==> src/rtl/mem_mon_pkg.sv <==
// Shared types and constants for the memory port monitor.
package mem_mon_pkg;

  typedef enum logic {IDLE = 1'b0, WAIT = 1'b1} trk_state_e;

  localparam int ERR_SPURIOUS = 0;
  localparam int ERR_UNSTABLE = 1;
  localparam int ERR_CONFLICT = 2;
  localparam int ERR_TIMEOUT  = 3;

  // Request as seen on the port; mbe/wdata are zeroed for reads so that
  // a whole-struct compare only looks at fields that matter.
  typedef struct packed {
    logic [31:0] addr;
    logic [3:0]  mbe;
    logic [31:0] wdata;
    logic        is_write;
  } mem_req_t;

endpackage

==> src/rtl/mem_port_tracker.sv <==
// Per-port request tracker: follows one read/write/resp handshake, reports
// completions combinationally and flags protocol violations as pulses.
module mem_port_tracker
  import mem_mon_pkg::*;
#(
  parameter int TIMEOUT = 1024
) (
  input  logic        clk,
  input  logic        rst,
  input  logic        i_read,
  input  logic        i_write,
  input  logic [31:0] i_addr,
  input  logic [3:0]  i_mbe,
  input  logic [31:0] i_wdata,
  input  logic        i_resp,
  input  logic [31:0] i_rdata,
  output logic        o_done,
  output mem_req_t    o_req,
  output logic [31:0] o_rdata,
  output logic        o_spurious,
  output logic        o_unstable,
  output logic        o_conflict,
  output logic        o_timeout
);

  localparam logic [31:0] LIM = 32'(TIMEOUT);

  trk_state_e  r_state, w_state_nxt;
  mem_req_t    r_req, w_live;
  logic [31:0] r_wcnt;
  logic        w_req;

  // Live request; a read+write conflict is treated as a write.
  always_comb begin
    w_req          = i_read | i_write;
    w_live.addr    = i_addr;
    w_live.is_write = i_write;
    w_live.mbe     = i_write ? i_mbe : 4'd0;
    w_live.wdata   = i_write ? i_wdata : 32'd0;
  end

  assign o_rdata    = i_rdata;
  assign o_conflict = i_read & i_write;
  // Counter holds the number of earlier WAIT cycles, so this fires on the TIMEOUT-th one.
  assign o_timeout  = (r_state == WAIT) && ((r_wcnt + 32'd1) >= LIM);

  // State register.
  always_ff @(posedge clk) begin
    if (rst) r_state <= IDLE;
    else     r_state <= w_state_nxt;
  end

  // Next state, completion and violation detection.
  always_comb begin
    w_state_nxt = r_state;
    o_done      = 1'b0;
    o_req       = w_live;
    o_spurious  = 1'b0;
    o_unstable  = 1'b0;
    case (r_state)
      IDLE: begin
        if (w_req && i_resp) o_done = 1'b1;
        else if (w_req)      w_state_nxt = WAIT;
        else if (i_resp)     o_spurious = 1'b1;
      end
      WAIT: begin
        o_req      = r_req;
        o_unstable = w_req ? (w_live != r_req) : !i_resp;
        if (i_resp) begin
          o_done      = 1'b1;
          w_state_nxt = IDLE;
        end else if (!w_req) begin
          w_state_nxt = IDLE;
        end
      end
      default: w_state_nxt = IDLE;
    endcase
  end

  // Capture the request on entry to WAIT and run the saturating wait counter.
  always_ff @(posedge clk) begin
    if (rst) begin
      r_req  <= '0;
      r_wcnt <= '0;
    end else if (r_state == IDLE && w_state_nxt == WAIT) begin
      r_req  <= w_live;
      r_wcnt <= '0;
    end else if (r_state == WAIT && r_wcnt != LIM) begin
      r_wcnt <= r_wcnt + 32'd1;
    end
  end

endmodule

==> src/rtl/mem_port_monitor.sv <==
// Memory port monitor: turns I/D port completions into registered one-cycle
// event records, keeps sticky protocol error flags and transaction counters.
module mem_port_monitor
  import mem_mon_pkg::*;
#(
  parameter int TIMEOUT = 1024
) (
  input  logic        clk,
  input  logic        rst,
  input  logic        inst_read,
  input  logic [31:0] inst_addr,
  input  logic        inst_resp,
  input  logic [31:0] inst_rdata,
  input  logic        data_read,
  input  logic        data_write,
  input  logic [3:0]  data_mbe,
  input  logic [31:0] data_addr,
  input  logic [31:0] data_wdata,
  input  logic        data_resp,
  input  logic [31:0] data_rdata,
  output logic        imem_valid,
  output logic [31:0] imem_addr,
  output logic [31:0] imem_rdata,
  output logic        dmem_valid,
  output logic [31:0] dmem_addr,
  output logic [31:0] dmem_rdata,
  output logic        write,
  output logic [3:0]  wmask,
  output logic [31:0] wdata,
  output logic [3:0]  err,
  output logic [31:0] ireq_count,
  output logic [31:0] dread_count,
  output logic [31:0] dwrite_count
);

  logic        w_i_done, w_i_spur, w_i_unst, w_i_conf, w_i_tmo;
  logic        w_d_done, w_d_spur, w_d_unst, w_d_conf, w_d_tmo;
  mem_req_t    w_i_req, w_d_req;
  logic [31:0] w_i_rdata, w_d_rdata;
  logic [3:0]  w_err_set;
  logic        w_unused_i;

  logic        r_imem_valid, r_dmem_valid, r_write;
  logic [31:0] r_imem_addr, r_imem_rdata, r_dmem_addr, r_dmem_rdata, r_wdata;
  logic [3:0]  r_wmask, r_err;
  logic [31:0] r_icnt, r_drcnt, r_dwcnt;

  mem_port_tracker #(.TIMEOUT(TIMEOUT)) u_itrk (
    .clk(clk), .rst(rst),
    .i_read(inst_read), .i_write(1'b0), .i_addr(inst_addr), .i_mbe(4'd0),
    .i_wdata(32'd0), .i_resp(inst_resp), .i_rdata(inst_rdata),
    .o_done(w_i_done), .o_req(w_i_req), .o_rdata(w_i_rdata),
    .o_spurious(w_i_spur), .o_unstable(w_i_unst), .o_conflict(w_i_conf),
    .o_timeout(w_i_tmo)
  );

  mem_port_tracker #(.TIMEOUT(TIMEOUT)) u_dtrk (
    .clk(clk), .rst(rst),
    .i_read(data_read), .i_write(data_write), .i_addr(data_addr), .i_mbe(data_mbe),
    .i_wdata(data_wdata), .i_resp(data_resp), .i_rdata(data_rdata),
    .o_done(w_d_done), .o_req(w_d_req), .o_rdata(w_d_rdata),
    .o_spurious(w_d_spur), .o_unstable(w_d_unst), .o_conflict(w_d_conf),
    .o_timeout(w_d_tmo)
  );

  // The I-port never writes, so these request fields are always zero.
  assign w_unused_i = ^{w_i_req.mbe, w_i_req.wdata, w_i_req.is_write};

  // Merge per-port violation pulses into err bit positions.
  always_comb begin
    w_err_set               = '0;
    w_err_set[ERR_SPURIOUS] = w_i_spur | w_d_spur;
    w_err_set[ERR_UNSTABLE] = w_i_unst | w_d_unst;
    w_err_set[ERR_CONFLICT] = w_i_conf | w_d_conf;
    w_err_set[ERR_TIMEOUT]  = w_i_tmo  | w_d_tmo;
  end

  // Register events (data outputs hold between events), sticky errors, counters.
  always_ff @(posedge clk) begin
    if (rst) begin
      r_imem_valid <= 1'b0;  r_imem_addr <= '0;  r_imem_rdata <= '0;
      r_dmem_valid <= 1'b0;  r_dmem_addr <= '0;  r_dmem_rdata <= '0;
      r_write      <= 1'b0;  r_wmask     <= '0;  r_wdata      <= '0;
      r_err        <= '0;
      r_icnt       <= '0;    r_drcnt     <= '0;  r_dwcnt      <= '0;
    end else begin
      r_imem_valid <= w_i_done;
      r_dmem_valid <= w_d_done && !w_d_req.is_write;
      r_write      <= w_d_done &&  w_d_req.is_write;
      r_err        <= r_err | w_err_set;
      if (w_i_done) begin
        r_imem_addr  <= w_i_req.addr;
        r_imem_rdata <= w_i_rdata;
        r_icnt       <= r_icnt + 32'd1;
      end
      if (w_d_done) begin
        r_dmem_addr <= w_d_req.addr;
        if (w_d_req.is_write) begin
          r_wmask <= w_d_req.mbe;
          r_wdata <= w_d_req.wdata;
          r_dwcnt <= r_dwcnt + 32'd1;
        end else begin
          r_dmem_rdata <= w_d_rdata;
          r_drcnt      <= r_drcnt + 32'd1;
        end
      end
    end
  end

  assign imem_valid   = r_imem_valid;
  assign imem_addr    = r_imem_addr;
  assign imem_rdata   = r_imem_rdata;
  assign dmem_valid   = r_dmem_valid;
  assign dmem_addr    = r_dmem_addr;
  assign dmem_rdata   = r_dmem_rdata;
  assign write        = r_write;
  assign wmask        = r_wmask;
  assign wdata        = r_wdata;
  assign err          = r_err;
  assign ireq_count   = r_icnt;
  assign dread_count  = r_drcnt;
  assign dwrite_count = r_dwcnt;

endmodule
==> config.mk <==
export PLATFORM = sky130hd
export DESIGN_NAME = mem_port_monitor
export DESIGN_NICKNAME = d
export VERILOG_FILES = /design/src/rtl/mem_mon_pkg.sv /design/src/rtl/mem_port_tracker.sv /design/src/rtl/mem_port_monitor.sv
export SDC_FILE = /design/constraint.sdc
export NUM_CORES = 1
export LEC_CHECK = 0
export BUFFER_PORTS_ARGS = -buffer_cell sky130_fd_sc_hd__buf_2
export CAP_MARGIN = 10
export CELL_PAD_IN_SITES_DETAIL_PLACEMENT = 0
export CELL_PAD_IN_SITES_GLOBAL_PLACEMENT = 1
export CORE_UTILIZATION = 25
export CTS_CLUSTER_DIAMETER = 200
export CTS_CLUSTER_SIZE = 24
export DETAILED_ROUTE_END_ITERATION = 8
export MAX_ROUTING_LAYER = met4
export PLACE_DENSITY_LB_ADDON = 0.1
export SLEW_MARGIN = 25
export SYNTH_ARGS = -nofsm -noshare
export SYNTH_HDL_FRONTEND = slang
export SYNTH_SLANG_ARGS = --single-unit
==> constraint.sdc <==
create_clock -name clk -period 2.52 [get_ports clk]
set_clock_uncertainty 0.05 [all_clocks]
set_input_delay 0 -clock clk [delete_from_list [all_inputs] [get_ports clk]]
set_output_delay 0 -clock clk [all_outputs]
set_load 0.01 [all_outputs]
==> Word level (Yosys, flattened, before mapping) <==
Index checks and enable logic that the tools add are counted.
{ "classes": {"add_sub_neg": 5, "n_eq_ne": 4, "muxes": 28, "bitwise": 9, "n_reduce_logical": 17, "magnitude_cmp": 2} }
{ "op_table": {"columns": ["operator", "n"], "rows": [
  ["adder 32 x 1 -> 32 bit (second input constant)", 5],
  ["2-to-1 mux 69 bit", 2],
  ["!= test 69 bit", 1],
  [">= comparator 32 x 11 -> 1 bit (second input constant)", 2],
  ["!= test 32 x 11 -> 1 bit (second input constant)", 2],
  ["2-to-1 mux 32 bit", 1],
  ["!= test 32 bit", 1],
  ["2-to-1 mux 1 bit", 20],
  ["logical AND 1 bit", 10],
  ["case mux 1 bit (2 select lines)", 4],
  ["2-to-1 mux 4 bit", 1],
  ["bitwise OR 1 bit", 4],
  ["bitwise OR 4 bit", 1],
  ["AND reduction 2 bit", 2],
  ["OR reduction 2 bit", 2],
  ["logical NOT 1 bit", 3],
  ["NOT 1 bit", 3],
  ["AND 1 bit", 1]
]} }
{ "totals": {"ff_bits": 434, "out_inout_bits": 267, "in_bits": 171, "elab_cells": 87} }

==> Logic depth before layout (Yosys ltp) <==
Gate-level depths: netlist (run 1).
{ "logic_depth": {"word_depth": 6, "mapped_depth": 10, "depth_no_buf": 9} }

==> Cells and area by module <==
A second synthesis (run 1) with hierarchy kept.
{ "unflattened": {"cells_unflattened": 3008, "hier_area_um2": 23696.5} }
{ "modules_own_cells": {"columns": ["mod", "instances", "seq_area_each_um2", "cells_each", "area_each_um2"], "rows": [
  ["mem_port_tracker", 2, 2042.0, 925, 6681.4],
  ["mem_port_monitor", 1, 5345.1, 1158, 10333.7]
]} }

==> Least setup slack after synthesis (run 1) <==
No wires, ideal clock.
{ "synth_path": {"kind": "register -> register", "startpoint": "register u_itrk.r_wcnt[17]", "endpoint": "register r_err[3] (netlist: err[3])", "setup_ns": 0.138, "synth_period_minus_slack_ns": 2.524, "n_path_buf": 1, "t_required_ns": 2.332, "arrival_time_ns": 2.336, "setup_slack_ns": -0.004, "path_stages_with_launch": 9, "cell_sequence": "dfxtp_1 > buf_2 > nand4_1 > or4_1 > nor4_4 > xor2_1 > or4_1 > nor4_1 > o311ai_1"} }
{ "synth_between": {"elab_chain_cells": 5} }
{ "synth_rtl": {"columns": ["item", "line_no", "text"], "rows": [
  ["from (decl)", "mem_port_tracker.sv:30", "logic [31:0] r_wcnt;"],
  ["from (signal assigned)", "mem_port_tracker.sv:89", "r_wcnt <= r_wcnt + 32'd1;"],
  ["adder 32 x 1 -> 32 bit", "mem_port_tracker.sv:45", "assign o_timeout = (r_state == WAIT) && ((r_wcnt + 32'd1) >= LIM);"],
  [">= comparator 32 x 11 -> 1 bit", "mem_port_tracker.sv:45", null],
  ["logical AND 1 bit", "mem_port_tracker.sv:45", null],
  ["bitwise OR 1 bit", "mem_port_monitor.sv:75", "w_err_set[ERR_TIMEOUT] = w_i_tmo | w_d_tmo;"],
  ["bitwise OR 4 bit", "mem_port_monitor.sv:90", "r_err <= r_err | w_err_set;"],
  ["to (signal assigned)", "mem_port_monitor.sv:90", null],
  ["to (decl)", "mem_port_monitor.sv:45", "logic [3:0] r_wmask, r_err;"]
]} }
Every way passes these cells.
A chain may end at the register's enable or synchronous reset.

==> Worst setup path after layout (run 1) <==
{ "layout_path": {"startpoint": "register u_dtrk.r_wcnt[0]", "endpoint": "register r_err[3] (netlist: err[3])"} }
{ "layout_between": {"elab_chain_cells": 5} }
{ "layout_rtl": {"columns": ["item", "line_no"], "rows": [
  ["from (decl)", "mem_port_tracker.sv:30"],
  ["from (signal assigned)", "mem_port_tracker.sv:89"],
  ["adder 32 x 1 -> 32 bit", "mem_port_tracker.sv:45"],
  [">= comparator 32 x 11 -> 1 bit", "mem_port_tracker.sv:45"],
  ["logical AND 1 bit", "mem_port_tracker.sv:45"],
  ["bitwise OR 1 bit", "mem_port_monitor.sv:75"],
  ["bitwise OR 4 bit", "mem_port_monitor.sv:90"]
]} }
Every way passes these cells.

==> impl_metrics.sql, run 1 <==
INSERT INTO impl_metrics (metric_group, metric, value, unit) VALUES
('status', 'status', 'complete, but fails checks', ''),
('status', 'failed_checks', 'setup timing', ''),
('worst_setup_path', 'cp_max_fo', '8', ''),
('placed_design', 'gp_routability_congestion', '0.820', ''),
('worst_setup_path', 'slowest_delay', '550', 'ps'),
('clocking', 'ctsHtreeMaxLevel', '1', ''),
('placed_design', 'place_area', '23000', 'um^2'),
('yosys', 'postSynth.topFlopCell', 'dfxtp_1', ''),
('yosys', 'synth_top_family_by_area', 'simple AND/OR/NAND/NOR gates', ''),
('grt', 'grt_pass1_vias', '17500', ''),
('sta', 'final_hold_viols', '0', ''),
('hold_path', 'holdPathStages', '3', ''),
('detailed_routing', 'detail_route.vias_per_cell', '4.61', ''),
('yosys', 'postSynth.asyncResetShare', '0', ''),
('worst_setup_path', 'crit_chain', 'ha_2, nand3_2, nor4_4, nand4_2, a221oi_2, o2111ai_2, o311ai_2, o311ai_1', ''),
('detailed_routing', 'final_ant_viol_nets', '0', ''),
('worst_setup_path', 'setup_crit_start_kind', 'flop', ''),
('floorplanning', 'start_util', '0.253', ''),
('sta', 'final.setup.tns', '-9.99', 'ps'),
('detailed_routing', 'drt_iter0_drc', '906', ''),
('worst_setup_path', 'cp_data_arrival_time', '2930', 'ps'),
('worst_setup_path', 'worst_r2r_endpoint', 'err[3]', ''),
('clocking', 'root_buf_cell', 'clkbuf_16', ''),
('yosys', 'number_of_enable_flip_flop_cells_after_synthesis', '0', ''),
('sta', 'transition_time_at_the_pin_with_the_least_slew_margin', '939', 'ps'),
('yosys', 'netlist_top_cells_area', 'dfxtp_1 (45%), nor2_1 (7.2%), xor2_1 (5.9%)', ''),
('job', 'maxCapViolations', '0', ''),
('final_layout', 'final_layout_size_suffix_gt1_frac', '0.220', ''),
('hold_path', 'hold-path-endpoint', 'u_itrk.r_req[42]', ''),
('yosys', 'synth_seq_cells', '434', ''),
('detailed_routing', 'drt_pre_antenna_iters', '4', ''),
('worst_setup_path', 'critPathRequiredTime', '2920', 'ps'),
('sta', 'fin_crit', '2530', 'ps'),
('grt', 'grt_remaining_overflow', '0', ''),
('yosys', 'synth_mux_area_frac', '0.0367', ''),
('yosys', 'xor_and_xnor_fraction_of_the_mapped_netlist_area', '0.109', ''),
('worst_setup_path', 'crit-reg2reg-launch', 'u_dtrk.r_wcnt[0]', ''),
('detailed_routing', 'wl_per_cell', '17.6', 'um'),
('clocking', 'clkLatencyLatePin', '600', 'ps'),
('placed_design', 'io_buffer_count', '437', ''),
('clocking', 'tritoncts', 'yes', ''),
('worst_setup_path', 'critical_path.top_delay_family', 'compound AO/OA/AOI/OAI gates', ''),
('final_layout', 'multiInputGateArea', '9980', 'um^2'),
('final_layout', 'postLayoutCellArea', '25500', 'um^2'),
('worst_setup_path', 'critPathSlowestCell', 'nor4_4', ''),
('grt', 'grtUsageTotal', '0.175', ''),
('yosys', 'synth.most_common_cell', 'dfxtp_1', ''),
('power', 'power_per_unit_of_standard_cell_area', '521', 'nW/um^2'),
('sta', 'worst_slack', '-9.99', 'ps'),
('yosys', 'synth_cell_types', '61', ''),
('yosys', 'yosys.area_share.adder', '0.00456', ''),
('final_layout', 'seq_area', '8700', 'um^2'),
('yosys', 'synth_simple_gate_area_frac', '0.221', ''),
('placed_design', 'dp.final_hpwl', '49600', 'um'),
('detailed_routing', 'drc', '0', ''),
('hold_path', 'min-delay-path-class', 'input pin to flop', ''),
('grt', 'first_pass_grt_wire_length', '105000', 'um'),
('power', 'static-leakage-power', '10.3', 'nW'),
('final_layout', 'finish.net_count', '3020', ''),
('floorplanning', 'rows', '101', ''),
('floorplanning', 'total_die_area', '78000', 'um^2'),
('clocking', 'clk_pin_slew_worst_paths', '100', 'ps'),
('sta', 'max_clock_freq', '395', 'MHz'),
('clocking', 'clock_sinks', '434', ''),
('yosys', 'synth_compound_gate_area_share', '0.143', ''),
('floorplanning', 'ios', '438', ''),
('yosys', 'yosysTopAreaCell', 'dfxtp_1', ''),
('worst_setup_path', 'reg2reg_slack', '-10', 'ps'),
('worst_setup_path', 'setup.worst_path.class', 'flop to flop', ''),
('sta', 'setup_violations', '1', ''),
('yosys', 'synth_net_count', '2428', '');
==> flip-flops by register name, summed over array words and instances, names as in the netlist, 32 cells and up <==
| signal | cells |
|---|---|
| dmem_addr | 32 |
| dmem_rdata | 32 |
| dread_count | 32 |
| dwrite_count | 32 |
| imem_addr | 32 |
| imem_rdata | 32 |
| ireq_count | 32 |
| u_dtrk.r_req | 69 |
| u_dtrk.r_wcnt | 32 |
| u_itrk.r_req | 32 |
| u_itrk.r_wcnt | 32 |
| wdata | 32 |
==> stage by stage <==
| stage | util | std cells | hold slack, ps |
|---|---|---|---|
| global placement | 0.303 | 3673 | 192 |
| floorplan | - | 2250 | 75.5 |
| finish | 0.335 | 3878 | 122 |
| CTS | 0.334 | 3872 | 82.3 |
| global route | 0.335 | 3878 | 107 |
| detailed placement | 0.303 | 3673 | 195 |
==> worst max path at each step <==
stage | start | to | slack [ps] | depth (start not counted)
global placement | u_itrk.r_wcnt[17] | err[3] | -80 | 7
finish | u_dtrk.r_wcnt[0] | err[3] | -10 | 8
floorplan | u_itrk.r_wcnt[17] | err[3] | 40 | 8
detailed placement | u_itrk.r_wcnt[11] | err[3] | -100 | 7
global route | u_dtrk.r_wcnt[0] | err[3] | -170 | 8
CTS | u_itrk.r_wcnt[16] | err[3] | 4 | 7
==> worst reg2reg max path: cells and delay by family, from the launching register on <==
kind                       cells  cell delay (ps)
AOI/OAI and AO/OA              4              960
and+or+nand+nor                3              840
DFF                            1              350
adders and majority gates      1              200
==> layer usage <==
| metal | GRT usage | up-vias | wire length, um |
|---|---|---|---|
| li1 | - | 8984 | - |
| met1 | 0.217 | 8543 | 30300 |
| met2 | 0.300 | 280 | 33800 |
| met3 | 0.0280 | 58 | 2800 |
| met4 | 0.0347 | 0 | 1360 |
| met5 | - | - | 0 |
==> timing repair <==
action	CTS	global route
setup buffers	0	1
endpoints found under the hold margin	278	0
endpoints found under the setup margin	1	21
gates resized for setup	8	12
hold buffers	174	0
pin swaps	1	5
==> cell type report <==
type / instances / share of cell area
Timing Repair Buffer: 719 / 0.189
Antenna cell: 5 / 0.000491
Multi-Input combinational cell: 1647 / 0.392
Clock inverter: 2 / 0.00182
Clock buffer: 23 / 0.0218
Inverter: 18 / 0.00265
Tap cell: 1030 / 0.0506
Sequential cell: 434 / 0.342
==> placed cells by master (no fill, tap or decap), drive strengths merged, types with 70 or more instances in the layout <==
cell / count
nand2: 244
nand3: 70
a211oi: 103
dfxtp: 434
dlygate4sd3: 174
buf: 545
nor2: 371
xor2: 130
a21oi: 176
xnor2: 108
==> where the power goes <==
part,internal [mW],switching (mW)
clock,1.61,2.52
sequential,7.12,0.171
combinational,0.808,1.04
total,9.54,3.73
==> cell families after synthesis <==
| group | Yosys count |
|---|---|
| muxes | 70 |
| adders and majority gates | 7 |
| xor gates and xnor gates | 238 |
| DFF | 434 |
| AOI/OAI and AO/OA | 419 |
| buffers and inverters | 169 |
| and+or+nand+nor | 913 |
No activity file was read; power rests on OpenSTA's default activity.
==> run 2, diff against run 1 <==
--- a/config.mk
+++ b/config.mk
@@ -15,6 +15,7 @@
 export DETAILED_ROUTE_END_ITERATION = 8
 export MAX_ROUTING_LAYER = met4
 export PLACE_DENSITY_LB_ADDON = 0.1
+export SKIP_CTS_REPAIR_TIMING = 1
 export SLEW_MARGIN = 25
 export SYNTH_ARGS = -nofsm -noshare
 export SYNTH_HDL_FRONTEND = slang
==> run 2 against run 1 <==
Compared with the run above:
- the run still ends with setup timing left
- clock-buffer cell count stayed put
- maximum frequency down 2.7%
- worst setup slack worse by 71 ps
- power hardly changed
- global-route usage is 0.21 points lower
- hold slack better by 2.2 ps
- die area is the same
- register-to-register slack lost 70 ps
- via count increased by 0.23%
- non-clock buffer count grew 1
- critical endpoint unchanged
- largest cell class unchanged
==> impl_metrics.sql, run 2 (synthesized netlist as in run 1, its figures left out) <==
INSERT INTO impl_metrics (metric_group, metric, value, unit) VALUES
('sta', 'final_max_slew_viol_count', '0', ''),
('placed_design', 'gp_routability_congestion', '0.820', ''),
('sta', 'grt_setup_unrepaired', 'true', ''),
('final_layout', 'area_growth_syn_to_layout', '32.6', '%'),
('power', 'ir_worst_vdd', '0.399', 'mV'),
('worst_setup_path', 'crit_chain', 'ha_2, nand3_2, nor4_4, nand4_2, a221oi_2, o2111ai_2, o311ai_2, o311ai_1', ''),
('final_layout', 'finish.utilization', '0.335', ''),
('grt', 'grt_remaining_overflow', '0', ''),
('clocking', 'largest_buffer_count_on_any_clock_path', '3', ''),
('detailed_routing', 'top_layer', 'met4', ''),
('worst_setup_path', 'critical_path.top_delay_family', 'compound AO/OA/AOI/OAI gates', ''),
('power', 'switching_part_of_the_total_power', '0.281', ''),
('clocking', 'tritoncts', 'yes', ''),
('worst_setup_path', 'setup_crit_start_kind', 'flop', ''),
('detailed_routing', 'drt_iter0_drc', '939', ''),
('placed_design', 'dp_worst_setup_slack', '-95.2', 'ps'),
('detailed_routing', 'drc', '0', ''),
('final_layout', 'mostFrequentLayoutCells', 'buf_2 (436), dfxtp_1 (429), nor2_1 (370)', ''),
('clocking', 'root_buf_cell', 'clkbuf_16', ''),
('worst_setup_path', 'setup.worst_path.class', 'flop to flop', ''),
('clocking', 'cts_buffers', '22', ''),
('power', 'switching_pwr', '3.73', 'mW'),
('floorplanning', 'core', '75900', 'um^2'),
('sta', 'final_hold_viols', '0', ''),
('final_layout', 'flip_flop_count_of_the_largest_register_after_layout', '69', ''),
('placed_design', 'place.detailed.instances', '3673', ''),
('sta', 'max_clock_freq', '384', 'MHz'),
('detailed_routing', 'length_of_routed_met2_wiring', '33800', 'um'),
('floorplanning', 'rows', '101', ''),
('power', 'share_seq_of_total_power', '0.550', ''),
('detailed_routing', 'final_ant_viol_nets', '0', ''),
('placed_design', 'dp.final_hpwl', '49600', 'um'),
('grt', 'grt_pass1_vias', '16800', ''),
('final_layout', 'mostFrequentLayoutCell', 'buf_2', ''),
('clocking', 'clk_pin_slew_worst_paths', '100', 'ps'),
('sta', 'fin_crit', '2600', 'ps'),
('clocking', 'clkLatencyLatePin', '600', 'ps'),
('grt', 'initial_antenna_violation_count', '9', ''),
('sta', 'transition_time_at_the_pin_with_the_least_slew_margin', '958', 'ps'),
('clocking', 'ctsHtreeMaxLevel', '1', ''),
('final_layout', 'largest_register', 'u_dtrk.r_req', ''),
('power', 'power.share.clock', '0.311', ''),
('floorplanning', 'die_width', '279', 'um'),
('hold_path', 'min-delay-path-class', 'input pin to flop', ''),
('placed_design', 'io_buffer_count', '437', ''),
('sta', 'hold_ws', '124', 'ps'),
('sta', 'finalCritPeriodShare', '1.03', ''),
('worst_setup_path', 'cp_data_arrival_time', '3000', 'ps'),
('detailed_routing', 'wl_met3', '2870', 'um'),
('worst_setup_path', 'cp_max_fo', '8', ''),
('final_layout', 'seq_area', '8700', 'um^2'),
('worst_setup_path', 'path_buf_inv', '0', ''),
('grt', 'first_pass_grt_wire_length', '103000', 'um'),
('power', 'power_per_unit_of_standard_cell_area', '521', 'nW/um^2'),
('floorplanning', 'total_die_area', '78000', 'um^2'),
('grt', 'grtUsageTotal', '0.173', ''),
('sta', 'worst_slack', '-81.3', 'ps'),
('worst_setup_path', 'critPathSlowestCell', 'nor4_4', ''),
('grt', 'pin_count_of_the_biggest_net_entering_global_routing', '164', ''),
('power', 'p_comb_frac', '0.139', ''),
('status', 'status', 'complete, but fails checks', ''),
('detailed_routing', 'route.vias.total', '17900', ''),
('detailed_routing', 'wl_per_cell', '17.6', 'um'),
('power', 'static-leakage-power', '10.3', 'nW'),
('power', 'intPower', '9.54', 'mW'),
('status', 'failed_checks', 'setup timing', ''),
('floorplanning', 'start_util', '0.253', ''),
('worst_setup_path', 'timing.critical_path.to_type', 'flop', ''),
('detailed_routing', 'drt_pre_antenna_iters', '5', ''),
('detailed_routing', 'wl', '68200', 'um'),
('final_layout', 'layout.filler_cells', '8105', ''),
('job', 'maxCapViolations', '0', ''),
('worst_setup_path', 'critPathRequiredTime', '2920', 'ps'),
('final_layout', 'multiInputGateArea', '9970', 'um^2'),
('final_layout', 'finish.net_count', '3021', ''),
('detailed_routing', 'wl_on_met1', '30200', 'um'),
('worst_setup_path', 'slowest_delay', '560', 'ps'),
('final_layout', 'final_layout_size_suffix_gt1_frac', '0.219', ''),
('clocking', 'clock_sinks', '434', ''),
('floorplanning', 'ios', '438', ''),
('floorplanning', 'die_h', '279', 'um'),
('final_layout', 'final_cell_count_no_fill', '3883', ''),
('sta', 'setup_violations', '1', ''),
('detailed_routing', 'detail_route.vias_per_cell', '4.61', ''),
('sta', 'max_slew_margin', '0.361', '');
==> run 2: changes by cell type in the layout (fill, tap and decap cells not counted), sizes merged <==
| cell | delta |
|---|---|
| diode | +4 |
| buf | +2 |
| dlygate4sd3 | -1 |
==> run 2: worst paths after layout <==
path,start,depth (start not counted),slack [ps],end
hold / removal,inst_addr[12],3,120,u_itrk.r_req[49]
hold reg to reg,imem_rdata[18],2,410,imem_rdata[18]
setup reg to reg,u_dtrk.r_wcnt[0],8,-80,err[3]
setup / recovery,u_dtrk.r_wcnt[0],8,-80,err[3]
==> run 2: power by group through the flow <==
stage          registers [mW]  clock network, mW  logic (mW)
2_1_floorplan            7.51                  0       0.827
3_5_place_dp             7.45                  0        1.66
3_3_place_gp             7.44                  0        1.66
5_1_grt                  7.33               4.61        2.04
4_1_cts                  7.29               4.38        1.67
6_report                 7.29               4.13        1.85
==> run 2: routing by layer <==
metal / vias up / track usage
li1: 8992 / -
met1: 8549 / 0.213
met2: 306 / 0.295
met3: 59 / 0.0331
met4: 0 / 0.0324
met5: - / -
==> run 2: metrics by stage <==
| stage | cell area (um^2) | power [mW] | TNS, ps |
|---|---|---|---|
| finish | 25500 | 13.3 | -81.3 |
| global route | 25500 | 14.0 | -221 |
| CTS | 23600 | 13.3 | -135 |
| detailed placement | 23000 | 9.11 | -95.2 |
| global placement | 23000 | 9.10 | -75.2 |
| floorplan | 19200 | 8.34 | 0 |
==> run 2: layout make-up <==
cell class / instances / area share
antenna: 9 / 0.000884
clock buffer: 23 / 0.0218
clock inverter: 2 / 0.00182
inverter: 18 / 0.00265
multi-input combinational: 1647 / 0.391
sequential: 434 / 0.341
tap: 1030 / 0.0506
timing repair buffer: 720 / 0.190
==> run 2: tightest hold or removal path: cells and delay by family <==
| kind | cells | cell delay (ps) |
|---|---|---|
| buf+inv | 2 | 640 |
| compound gates | 1 | 110 |
